[config.mk]
export PLATFORM = sky130hd
export DESIGN_NAME = bitcount_checker_4_flat
export DESIGN_NICKNAME = d
export VERILOG_FILES = /design/src/rtl/bitcount_pkg.sv /design/src/rtl/bitcount_checker_4_if.sv /design/src/rtl/sat_counter.sv /design/src/rtl/bitcount_checker_4.sv /design/src/flat_wrapper.sv
export SDC_FILE = /design/constraint.sdc
export NUM_CORES = 1
export LEC_CHECK = 0
export ABC_AREA = 1
export CAP_MARGIN = 20
export CORE_MARGIN = 2
export CORE_UTILIZATION = 58
export CTS_CLUSTER_SIZE = 14
export DETAILED_ROUTE_END_ITERATION = 16
export GPL_TIMING_DRIVEN = 0
export PLACE_DENSITY = 0.85
export RECOVER_POWER = 50
export SETUP_SLACK_MARGIN = 0.02
export SLEW_MARGIN = 20
export SYNTH_ARGS = -nofsm -noshare
export SYNTH_HDL_FRONTEND = slang
export SYNTH_SLANG_ARGS = --single-unit
[constraint.sdc]
create_clock -name clk -period 2.85 [get_ports clk]
set_input_delay 0.7125 -clock clk [delete_from_list [all_inputs] [get_ports clk]]
set_output_delay 0.7125 -clock clk [all_outputs]
set_load 0.005 [all_outputs]
[src/rtl/bitcount_pkg.sv]
// Shared definitions for the bitcount checker.
// Holds the checker FSM state encoding and the widths of the sampled count
// value and of the statistics counters.
package bitcount_pkg;

    localparam int CNT_W  = 4;
    localparam int STAT_W = 8;

    typedef enum logic [1:0] {
        FIRST  = 2'd0,
        HUNT   = 2'd1,
        LOCKED = 2'd2
    } state_t;

endpackage : bitcount_pkg

[src/rtl/bitcount_checker_4_if.sv]
// Bus between the upstream counter / observer and the bitcount checker.
//   en       : sample strobe (driven by master)
//   cnt_in   : counter value under observation (driven by master)
//   locked   : checker is in LOCKED
//   err      : one-cycle mismatch pulse while locked
//   err_cnt  : saturating count of mismatches seen while locked
//   wrap_cnt : modulo-256 count of correct 15->0 steps seen while locked
//   last_val : most recently sampled cnt_in
interface bitcount_checker_4_if;
    import bitcount_pkg::*;

    logic              en;
    logic [CNT_W-1:0]  cnt_in;
    logic              locked;
    logic              err;
    logic [STAT_W-1:0] err_cnt;
    logic [STAT_W-1:0] wrap_cnt;
    logic [CNT_W-1:0]  last_val;

    modport master (
        output en, cnt_in,
        input  locked, err, err_cnt, wrap_cnt, last_val
    );

    modport slave (
        input  en, cnt_in,
        output locked, err, err_cnt, wrap_cnt, last_val
    );

endinterface : bitcount_checker_4_if

[src/rtl/sat_counter.sv]
// Up-counter with an optional saturate mode.
//   clk, rst_n : clock and asynchronous active-low reset
//   i_inc      : increment by one on this edge
//   i_sat_en   : 1 = stick at all-ones, 0 = wrap modulo 2**W
//   o_q        : registered count
module sat_counter #(
    parameter int W = 8
) (
    input  logic         clk,
    input  logic         rst_n,
    input  logic         i_inc,
    input  logic         i_sat_en,
    output logic [W-1:0] o_q
);

    logic [W-1:0] r_q;
    logic         w_at_max;

    assign w_at_max = &r_q;

    always_ff @(posedge clk or negedge rst_n) begin
        if (!rst_n) begin
            r_q <= '0;
        end else if (i_inc && !(i_sat_en && w_at_max)) begin
            r_q <= r_q + {{(W-1){1'b0}}, 1'b1};
        end
    end

    assign o_q = r_q;

endmodule : sat_counter

[src/rtl/bitcount_checker_4.sv]
// Checks that a 4-bit up-counter steps by exactly one (mod 16) on every
// sampled cycle. The checker locks after LOCK_N consecutive correct steps,
// flags and counts mismatches while locked, and falls back to hunting after
// LOSE_N consecutive mismatches. Correct 15->0 steps while locked are counted.
//   clk   : rising-edge clock
//   rst_n : asynchronous active-low reset
//   bus   : slave side of bitcount_checker_4_if (en, cnt_in in; locked, err,
//           err_cnt, wrap_cnt, last_val out; all outputs registered)
module bitcount_checker_4 #(
    parameter int LOCK_N = 4,
    parameter int LOSE_N = 2
) (
    input  logic                  clk,
    input  logic                  rst_n,
    bitcount_checker_4_if.slave   bus
);
    import bitcount_pkg::*;

    state_t            r_state, w_state_nxt;
    logic [CNT_W-1:0]  r_good, w_good_nxt;
    logic [CNT_W-1:0]  r_bad, w_bad_nxt;
    logic [CNT_W-1:0]  r_last;
    logic              r_locked;
    logic              r_err, w_err_nxt;
    logic              w_err_inc, w_wrap_inc;
    logic [CNT_W-1:0]  w_exp;
    logic              w_match;
    logic [STAT_W-1:0] w_err_cnt, w_wrap_cnt;

    // 4-bit add wraps naturally, so 15 -> 0 is a correct step.
    assign w_exp   = r_last + {{(CNT_W-1){1'b0}}, 1'b1};
    assign w_match = (bus.cnt_in == w_exp);

    always_comb begin
        w_state_nxt = r_state;
        w_good_nxt  = r_good;
        w_bad_nxt   = r_bad;
        w_err_nxt   = 1'b0;
        w_err_inc   = 1'b0;
        w_wrap_inc  = 1'b0;
        if (bus.en) begin
            case (r_state)
                FIRST: begin
                    // No previous sample to compare against yet.
                    w_state_nxt = HUNT;
                    w_good_nxt  = '0;
                end
                HUNT: begin
                    if (w_match) begin
                        if (r_good + 1'b1 == CNT_W'(LOCK_N)) begin
                            w_state_nxt = LOCKED;
                            w_good_nxt  = '0;
                            w_bad_nxt   = '0;
                        end else begin
                            w_good_nxt = r_good + 1'b1;
                        end
                    end else begin
                        w_good_nxt = '0;
                    end
                end
                LOCKED: begin
                    if (w_match) begin
                        w_bad_nxt  = '0;
                        w_wrap_inc = (r_last == {CNT_W{1'b1}}) && (bus.cnt_in == '0);
                    end else begin
                        w_err_nxt = 1'b1;
                        w_err_inc = 1'b1;
                        if (r_bad + 1'b1 == CNT_W'(LOSE_N)) begin
                            w_state_nxt = HUNT;
                            w_good_nxt  = '0;
                            w_bad_nxt   = '0;
                        end else begin
                            w_bad_nxt = r_bad + 1'b1;
                        end
                    end
                end
                default: begin
                    w_state_nxt = FIRST;
                    w_good_nxt  = '0;
                    w_bad_nxt   = '0;
                end
            endcase
        end
    end

    always_ff @(posedge clk or negedge rst_n) begin
        if (!rst_n) begin
            r_state  <= FIRST;
            r_good   <= '0;
            r_bad    <= '0;
            r_last   <= '0;
            r_locked <= 1'b0;
            r_err    <= 1'b0;
        end else begin
            r_state  <= w_state_nxt;
            r_good   <= w_good_nxt;
            r_bad    <= w_bad_nxt;
            r_locked <= (w_state_nxt == LOCKED);
            r_err    <= w_err_nxt;
            // Always track the latest sample so a jump resynchronises.
            if (bus.en) begin
                r_last <= bus.cnt_in;
            end
        end
    end

    sat_counter #(.W(STAT_W)) u_err_cnt (
        .clk      (clk),
        .rst_n    (rst_n),
        .i_inc    (w_err_inc),
        .i_sat_en (1'b1),
        .o_q      (w_err_cnt)
    );

    sat_counter #(.W(STAT_W)) u_wrap_cnt (
        .clk      (clk),
        .rst_n    (rst_n),
        .i_inc    (w_wrap_inc),
        .i_sat_en (1'b0),
        .o_q      (w_wrap_cnt)
    );

    assign bus.locked   = r_locked;
    assign bus.err      = r_err;
    assign bus.err_cnt  = w_err_cnt;
    assign bus.wrap_cnt = w_wrap_cnt;
    assign bus.last_val = r_last;

endmodule : bitcount_checker_4
[src/flat_wrapper.sv]
// flat-port wrapper written by rule: the top's interface ports become plain ports
module bitcount_checker_4_flat import bitcount_pkg::*;
#(
    parameter int LOCK_N = 4,
    parameter int LOSE_N = 2
)
  (clk, rst_n, bus_en, bus_cnt_in, bus_locked, bus_err, bus_err_cnt, bus_wrap_cnt, bus_last_val);
  bitcount_checker_4_if bus_i ();
  input  logic clk;
  input  logic rst_n;
  input wire logic [$bits(bus_i.en)-1:0] bus_en;
  input wire logic [$bits(bus_i.cnt_in)-1:0] bus_cnt_in;
  output wire logic [$bits(bus_i.locked)-1:0] bus_locked;
  output wire logic [$bits(bus_i.err)-1:0] bus_err;
  output wire logic [$bits(bus_i.err_cnt)-1:0] bus_err_cnt;
  output wire logic [$bits(bus_i.wrap_cnt)-1:0] bus_wrap_cnt;
  output wire logic [$bits(bus_i.last_val)-1:0] bus_last_val;
  assign bus_i.en = bus_en;
  assign bus_i.cnt_in = bus_cnt_in;
  assign bus_locked = bus_i.locked;
  assign bus_err = bus_i.err;
  assign bus_err_cnt = bus_i.err_cnt;
  assign bus_wrap_cnt = bus_i.wrap_cnt;
  assign bus_last_val = bus_i.last_val;
  bitcount_checker_4 #(.LOCK_N(LOCK_N), .LOSE_N(LOSE_N)) u_core (.clk(clk), .rst_n(rst_n), .bus(bus_i));
endmodule
==> metrics.txt, run 1 <==
Final Util=between 70% and 80%; final-report hold violation count=0; DRC Markers=0; total CTS buffers=5; Top Ports=29; ANT nets after route=0; Syn Nets=245; Initial DRT Pass Iterations=4; post-synthesis cell count=roughly 230; Avg Cell Area, Syn=just over 8 um2; number of global-route vias before repair=1437; Top FF cell, synth=dfrtp_1; initial antenna violation count=0; clock latency on the worst-skew pair=0.33 ns; htree depth=2; Core Area=0.00308 mm2; Mapped Area=0.00188 mm2; CTS tree=built; Nets=280; Syn-to-layout area delta=20.7%; clock tree buffer depth=2; status=finished with violations; grt ovf=0; Seq cells post-synth=32; maximum VDD drop=around 500 uV; CP endpoint kind=flop; Synth area leaders=dfrtp_1 42%, nand2_1 13%, inv_1 5.8%; failing checks=max-capacitance violations, max-slew violations; port buffer count=28; DR vias/cell=approximately 5; pwr dens=approximately 450 mW/mm2; design area=between 0.002 and 0.0025 mm2; register area share after synthesis=between 40 and 50%; final period demand of the worst path=between 2 and 2.5 ns; post-route setup slack=between 0.5 and 0.6 ns; placed standard-cell area=approximately 0.0022 mm2; Final Non-Filler Cells=around 310; Critical Path AT=approximately 2.6 ns; fmax=427 MHz; Critical Path RT=3.07 ns; Avg WL per Cell=around 11 um; Worst Setup Path Type=input port to flop; share of layout cells above drive strength 1=~9%; Overall Global Routing Usage=a little under a quarter; hold path startpoint=u_core.r_bad[3]; # diodes=0; period utilization=~82%; Reg clk slew, reported paths=around 0.1 ns; CP Launch Point=bus_cnt_in[0]; initial DRC count=90; Leak=approximately 0.0011 uW; Placed Cells incl. Taps=approximately 300; Clock Tree Root=clkbuf_4; Starting Density=around three fifths; via count=between 1.5k and 2k; Synth cell types=31; R2R Path Start=u_core.bus.last_val[0]; area leader, netlist=dfrtp_1; setup TNS=0 ns; Rel. slew slack=-9.78%; Synth top area share=around 42%; Startpoint Class=input port; RSZ-0062 raised after global routing=false; area of the die=around 0.0037 mm2; post-CTS setup buffer count=0; Core Rows=20; post-synthesis async set-or-reset flop share=100%; number of synthesized flops with an enable pin=0; dpl hpwl=2600 um; Placer Congestion=0.849; CTS resizes=0; Yosys Warn Count=0; Min-Delay Path Class=flop to flop; Clock Sinks=32; largest net degree at the start of global routing=33; worst slew pin tran=1.65 ns; Die W=61 um; clk_skew=just under 0.007 ns; Die Ht=61 um; Slew Viols, Final=33; WL final=3540 um; Final Setup Violations=0; max-cap violation count=1; post-place setup slack=just over 0.4 ns; crit-path max FO=10; first-pass GRT wire length=6180 um; cts hold-fix bufs=0
==> cell type report <==
cell class,count,area (um2)
clock inverter,2,35.0
tap,44,55.1
timing repair buffer,28,274
buffer,3,20.0
multi-input combinational,165,932
inverter,31,116
fill,242,803
sequential,32,801
clock buffer,6,41.3
==> cells in the final DEF (no fill, tap or decap), types with 5 or more instances in the layout <==
| cell type | count |
|---|---|
| nand2_1 | 66 |
| dfrtp_1 | 32 |
| inv_1 | 29 |
| clkdlybuf4s50_1 | 23 |
| nand3_1 | 19 |
| nor2_1 | 14 |
| nand4_1 | 9 |
| xnor2_1 | 8 |
| o21ai_1 | 8 |
| xor2_1 | 7 |
| ha_1 | 7 |
| clkbuf_4 | 5 |
==> power by group <==
part	switching, uW	internal (uW)
Clock	155	184
Combinational	81.9	78.2
Sequential	35.8	480
==> routing by layer <==
| metal | part of all wire, % | routed length [um] | GRT usage, % |
|---|---|---|---|
| met1 | 46 | 1620 | 30.5 |
| met2 | 49 | 1730 | 35.8 |
| met3 | 4.5 | 160 | 7.25 |
| met4 | 0.88 | 31 | 5.28 |
| met5 | 0 | 0 | 0 |
==> metrics by stage <==
stage          hold slack (ns)  total power, uW
6_report                 0.503             1010
5_1_grt                  0.526             1070
4_1_cts                  0.441             1030
3_5_place_dp             0.481              694
3_3_place_gp             0.476              685
2_1_floorplan            0.417              623
==> critical path: stages <==
cell and delay, ns:
dlygate4sd3_1 0.57, inv_1 0.11, nand2_1 0.06, nand2_1 0.07, nand2_1 0.06, nor2_1 0.17
nand2_1 0.21, inv_1 0.13, nand4_1 0.13, buf_2 0.22, nand2_1 0.07, o21ai_1 0.05
==> cells in the mapped netlist (2+ instances only) <==
| library cell | n |
|---|---|
| dfrtp_1 | 32 |
| nor2_8 | 2 |
| nand2_4 | 3 |
| nor2_1 | 13 |
| o21ai_1 | 8 |
| inv_1 | 29 |
| nor3_1 | 4 |
| nand4_1 | 9 |
| nand2_2 | 3 |
| xor2_1 | 7 |
| ha_1 | 7 |
| o21a_1 | 2 |
| nand3_1 | 19 |
| xnor2_1 | 8 |
| nand2_1 | 65 |
| o21ai_0 | 4 |
| inv_2 | 2 |
==> final timing paths <==
path,slack [ns],depth (start not counted),end
max,0.51,12,u_core.u_wrap_cnt.o_q[6]
min,0.50,2,u_core.r_bad[3]
max reg2reg,0.80,10,u_core.u_wrap_cnt.o_q[6]
min reg2reg,0.50,2,u_core.r_bad[3]
max in group asynchronous,1.11,1,u_core.bus.err
min in group asynchronous,0.79,1,u_core.u_err_cnt.o_q[2]
==> flip-flops by register name (all words and copies together), names as in the netlist <==
name,count
u_core.bus.err,1
u_core.bus.last_val,4
u_core.bus.locked,1
u_core.r_bad,4
u_core.r_good,4
u_core.r_state,2
u_core.u_err_cnt.o_q,8
u_core.u_wrap_cnt.o_q,8
==> cells by family (layout without fill, tap and decap cells) <==
family          count (synthesis)  count (layout)  share of synthesized area [%]
simple gates                  124             124                           32.2
buf+inv                        34              70                           7.24
flops                          32              32                           42.5
compound gates                 18              18                           5.58
xor+xnor                       16              16                           7.84
fa+ha+maj                       7               7                           4.65
(Power assumes the default switching activity.)
==> run 2, diff against run 1 <==
--- a/config.mk
+++ b/config.mk
@@ -8,11 +8,11 @@
 export ABC_AREA = 1
 export CAP_MARGIN = 20
 export CORE_MARGIN = 2
-export CORE_UTILIZATION = 58
+export CORE_UTILIZATION = 48
 export CTS_CLUSTER_SIZE = 14
 export DETAILED_ROUTE_END_ITERATION = 16
 export GPL_TIMING_DRIVEN = 0
-export PLACE_DENSITY = 0.85
+export PLACE_DENSITY = 0.75
 export RECOVER_POWER = 50
 export SETUP_SLACK_MARGIN = 0.02
 export SLEW_MARGIN = 20
==> constraint.sdc (replaced) <==
create_clock -name clk -period 1.94 [get_ports clk]
set_input_delay 0.485 -clock clk [delete_from_list [all_inputs] [get_ports clk]]
set_output_delay 0.485 -clock clk [all_outputs]
set_load 0.005 [all_outputs]
==> run 2 against run 1 <==
  * The flow now finishes without violations
  * Sequential power grew 48%
  * Wire length grew 11%
  * First-iteration DRC count shrank 4.4%
  * Die area grew 19%
  * Sequential share of layout area shrank 2.4 points
  * Global-route usage shrank 4.0 points
  * Design area grew 7.6%
  * Total power grew 71%
  * Core utilization shrank 8.0 points
  * Non-clock buffer count grew 8
  * Critical path type unchanged
  * Largest power group unchanged
==> metrics.txt, run 2 (same netlist as run 1, synthesis figures left out) <==
cell internal pwr=between 1000 and 1500 uW; clk_skew=about 0.010 ns; CP max stage delay=about 0.5 ns; initial antenna violation count=0; Worst R2R End=u_core.u_wrap_cnt.o_q[1]; Sequential Power Share=between 40% and 50%; Reg clk slew, reported paths=0.07 ns; clock tree buffer depth=2; Clock Sinks=32; crit-path max FO=10; largest net degree at the start of global routing=26; Rel. slew slack=~28%; CTS tree=built; Worst Setup Path Type=input port to flop; pwr dens=slightly above 700 mW/mm2; Core Area=0.00372 mm2; Comb power frac=between 10 and 15%; period utilization=a little over nine tenths; Placer Congestion=a little under 0.8; DRC Markers=0; most common cell after layout, fill and taps aside=nand2_1; Critical Path RT=between 2 and 2.5 ns; ANT nets after route=0; Initial DRT Pass Iterations=5; Nets=about 290; Die W=66.7 um; Leak=0.00123 uW; first-pass GRT wire length=6110 um; delay-heaviest family, CP=buffers and inverters; Avg WL per Cell=around 12 um; clock latency on the worst-skew pair=approximately 0.29 ns; final period demand of the worst path=roughly 1.8 ns; net switching power=about 450 uW; critical path's slowest cell=clkdlybuf4s50_1; highest-count cells in the layout ignoring fill and taps=65 x nand2_1, 30 x dfrtp_1, 26 x inv_1; Clk network pwr share=roughly two fifths; RSZ-0062 raised after global routing=true; final-report hold violation count=0; crit path cell chain=clkdlybuf4s50_1, inv_2, nand2_1, nand2_1, nand2_1, nor2_4, nand2_4, nand2_4, nor2_8, nand2_4, buf_6, o21ai_2, nand2_1; Core Rows=22; Top Ports=29; Bufs and invs on worst path=3; design area=between 0.002 and 0.0025 mm2; # diodes=0; area of the die=0.00444 mm2; CP most frequent cell=nand2_1; htree depth=2; placed standard-cell area=between 0.002 and 0.0025 mm2; number of global-route vias before repair=~1.4k; Clock Tree Root=clkbuf_8; CP endpoint kind=flop; grt ovf=0; total CTS buffers=5; via count=~1.6k; cts hold-fix bufs=0; WL final=about 3900 um; port buffer count=28; Overall Global Routing Usage=approximately 19%; Die Ht=66.7 um; status=finished clean; Placed Cells incl. Taps=slightly above 300; DR vias/cell=between 4 and 5; max-cap violation count=0; maximum VDD drop=between 500 and 600 uV; initial DRC count=between 80 and 90; share of layout cells above drive strength 1=between 10% and 20%; Final Non-Filler Cells=~320; R2R Path Start=u_core.bus.last_val[1]; dpl hpwl=between 2000 and 3000 um; Slew Viols, Final=0; fmax=between 500 and 600 MHz; Startpoint Class=input port; Critical Path AT=between 2 and 2.5 ns; Starting Density=around 51%; Min-Delay Path Class=input port to asynchronous set/reset pin; worst slew pin tran=1.08 ns; switching fraction of total power=26.0%; FF-to-FF path depth=10; Final Util=about two thirds; reg-to-reg slack, setup=roughly 0.14 ns; Syn-to-layout area delta=29.9%; Final Setup Violations=0
## run 2: cell count changes in the layout (fill, tap and decap cells not counted), sizes merged
cell,previous run,this run
clkinv,1,0
dlygate4sd3,4,6
buf,2,9
clkdlybuf4s50,23,19
clkbuf,8,9
dlymetal6s2s,0,3
## run 2: timing repair
item,CTS,global route
endpoints found under the setup margin,0,21
resized for setup,0,16
buffers inserted,0,6
## run 2: through the flow
step,hold slack [ns],setup slack (ns),power (uW),TNS [ns]
2_1_floorplan,0.189,0.212,915,0
3_3_place_gp,0.477,-0.290,1010,-12.86
3_5_place_dp,0.352,-0.234,1020,-3.96
4_1_cts,0.0391,0.0481,1740,0
5_1_grt,0.123,0.00425,1820,0
6_report,0.0951,0.0932,1740,0
## run 2: worst max-delay path by stage
| stage | from | end | cells past startpoint |
|---|---|---|---|
| 2_1_floorplan | u_core.bus.last_val[0] | u_core.u_wrap_cnt.o_q[5] | 10 |
| 3_3_place_gp | rst_n | u_core.u_wrap_cnt.o_q[4] | 1 |
| 3_5_place_dp | bus_cnt_in[3] | u_core.u_err_cnt.o_q[3] | 13 |
| 4_1_cts | u_core.bus.last_val[0] | u_core.u_wrap_cnt.o_q[5] | 10 |
| 5_1_grt | u_core.r_bad[0] | u_core.bus.locked | 9 |
| 6_report | bus_cnt_in[0] | u_core.u_err_cnt.o_q[3] | 13 |
## run 2: metal layers
metal | share of wire (%) | vias up | GRT usage [%] | wire length [um]
met3 | 3.7 | 4 | 5.07 | 145
met2 | 46 | 25 | 28.9 | 1820
met4 | 1.3 | 0 | 8.42 | 52
met5 | 0 | - | 0 | 0
met1 | 49 | 728 | 24.1 | 1900
li1 | - | 828 | - | -
## run 2: cell type report
type                    instances  area (um2)
flip-flops and latches         32         803
multi-input cells             165         972
inverters                      31         116
fillers                       312        1270
clock buffers                   7        96.3
plain buffers                   3        26.3
clock inverters                 1        30.0
well taps                      48        60.1
repair buffers                 36         344
## run 2: power groups by stage
stage	Sequential (uW)	Clock, uW	Combinational [uW]
2_1_floorplan	763	0	152
6_report	764	713	259
5_1_grt	770	757	296
4_1_cts	759	725	252
3_5_place_dp	771	0	247
3_3_place_gp	769	0	239
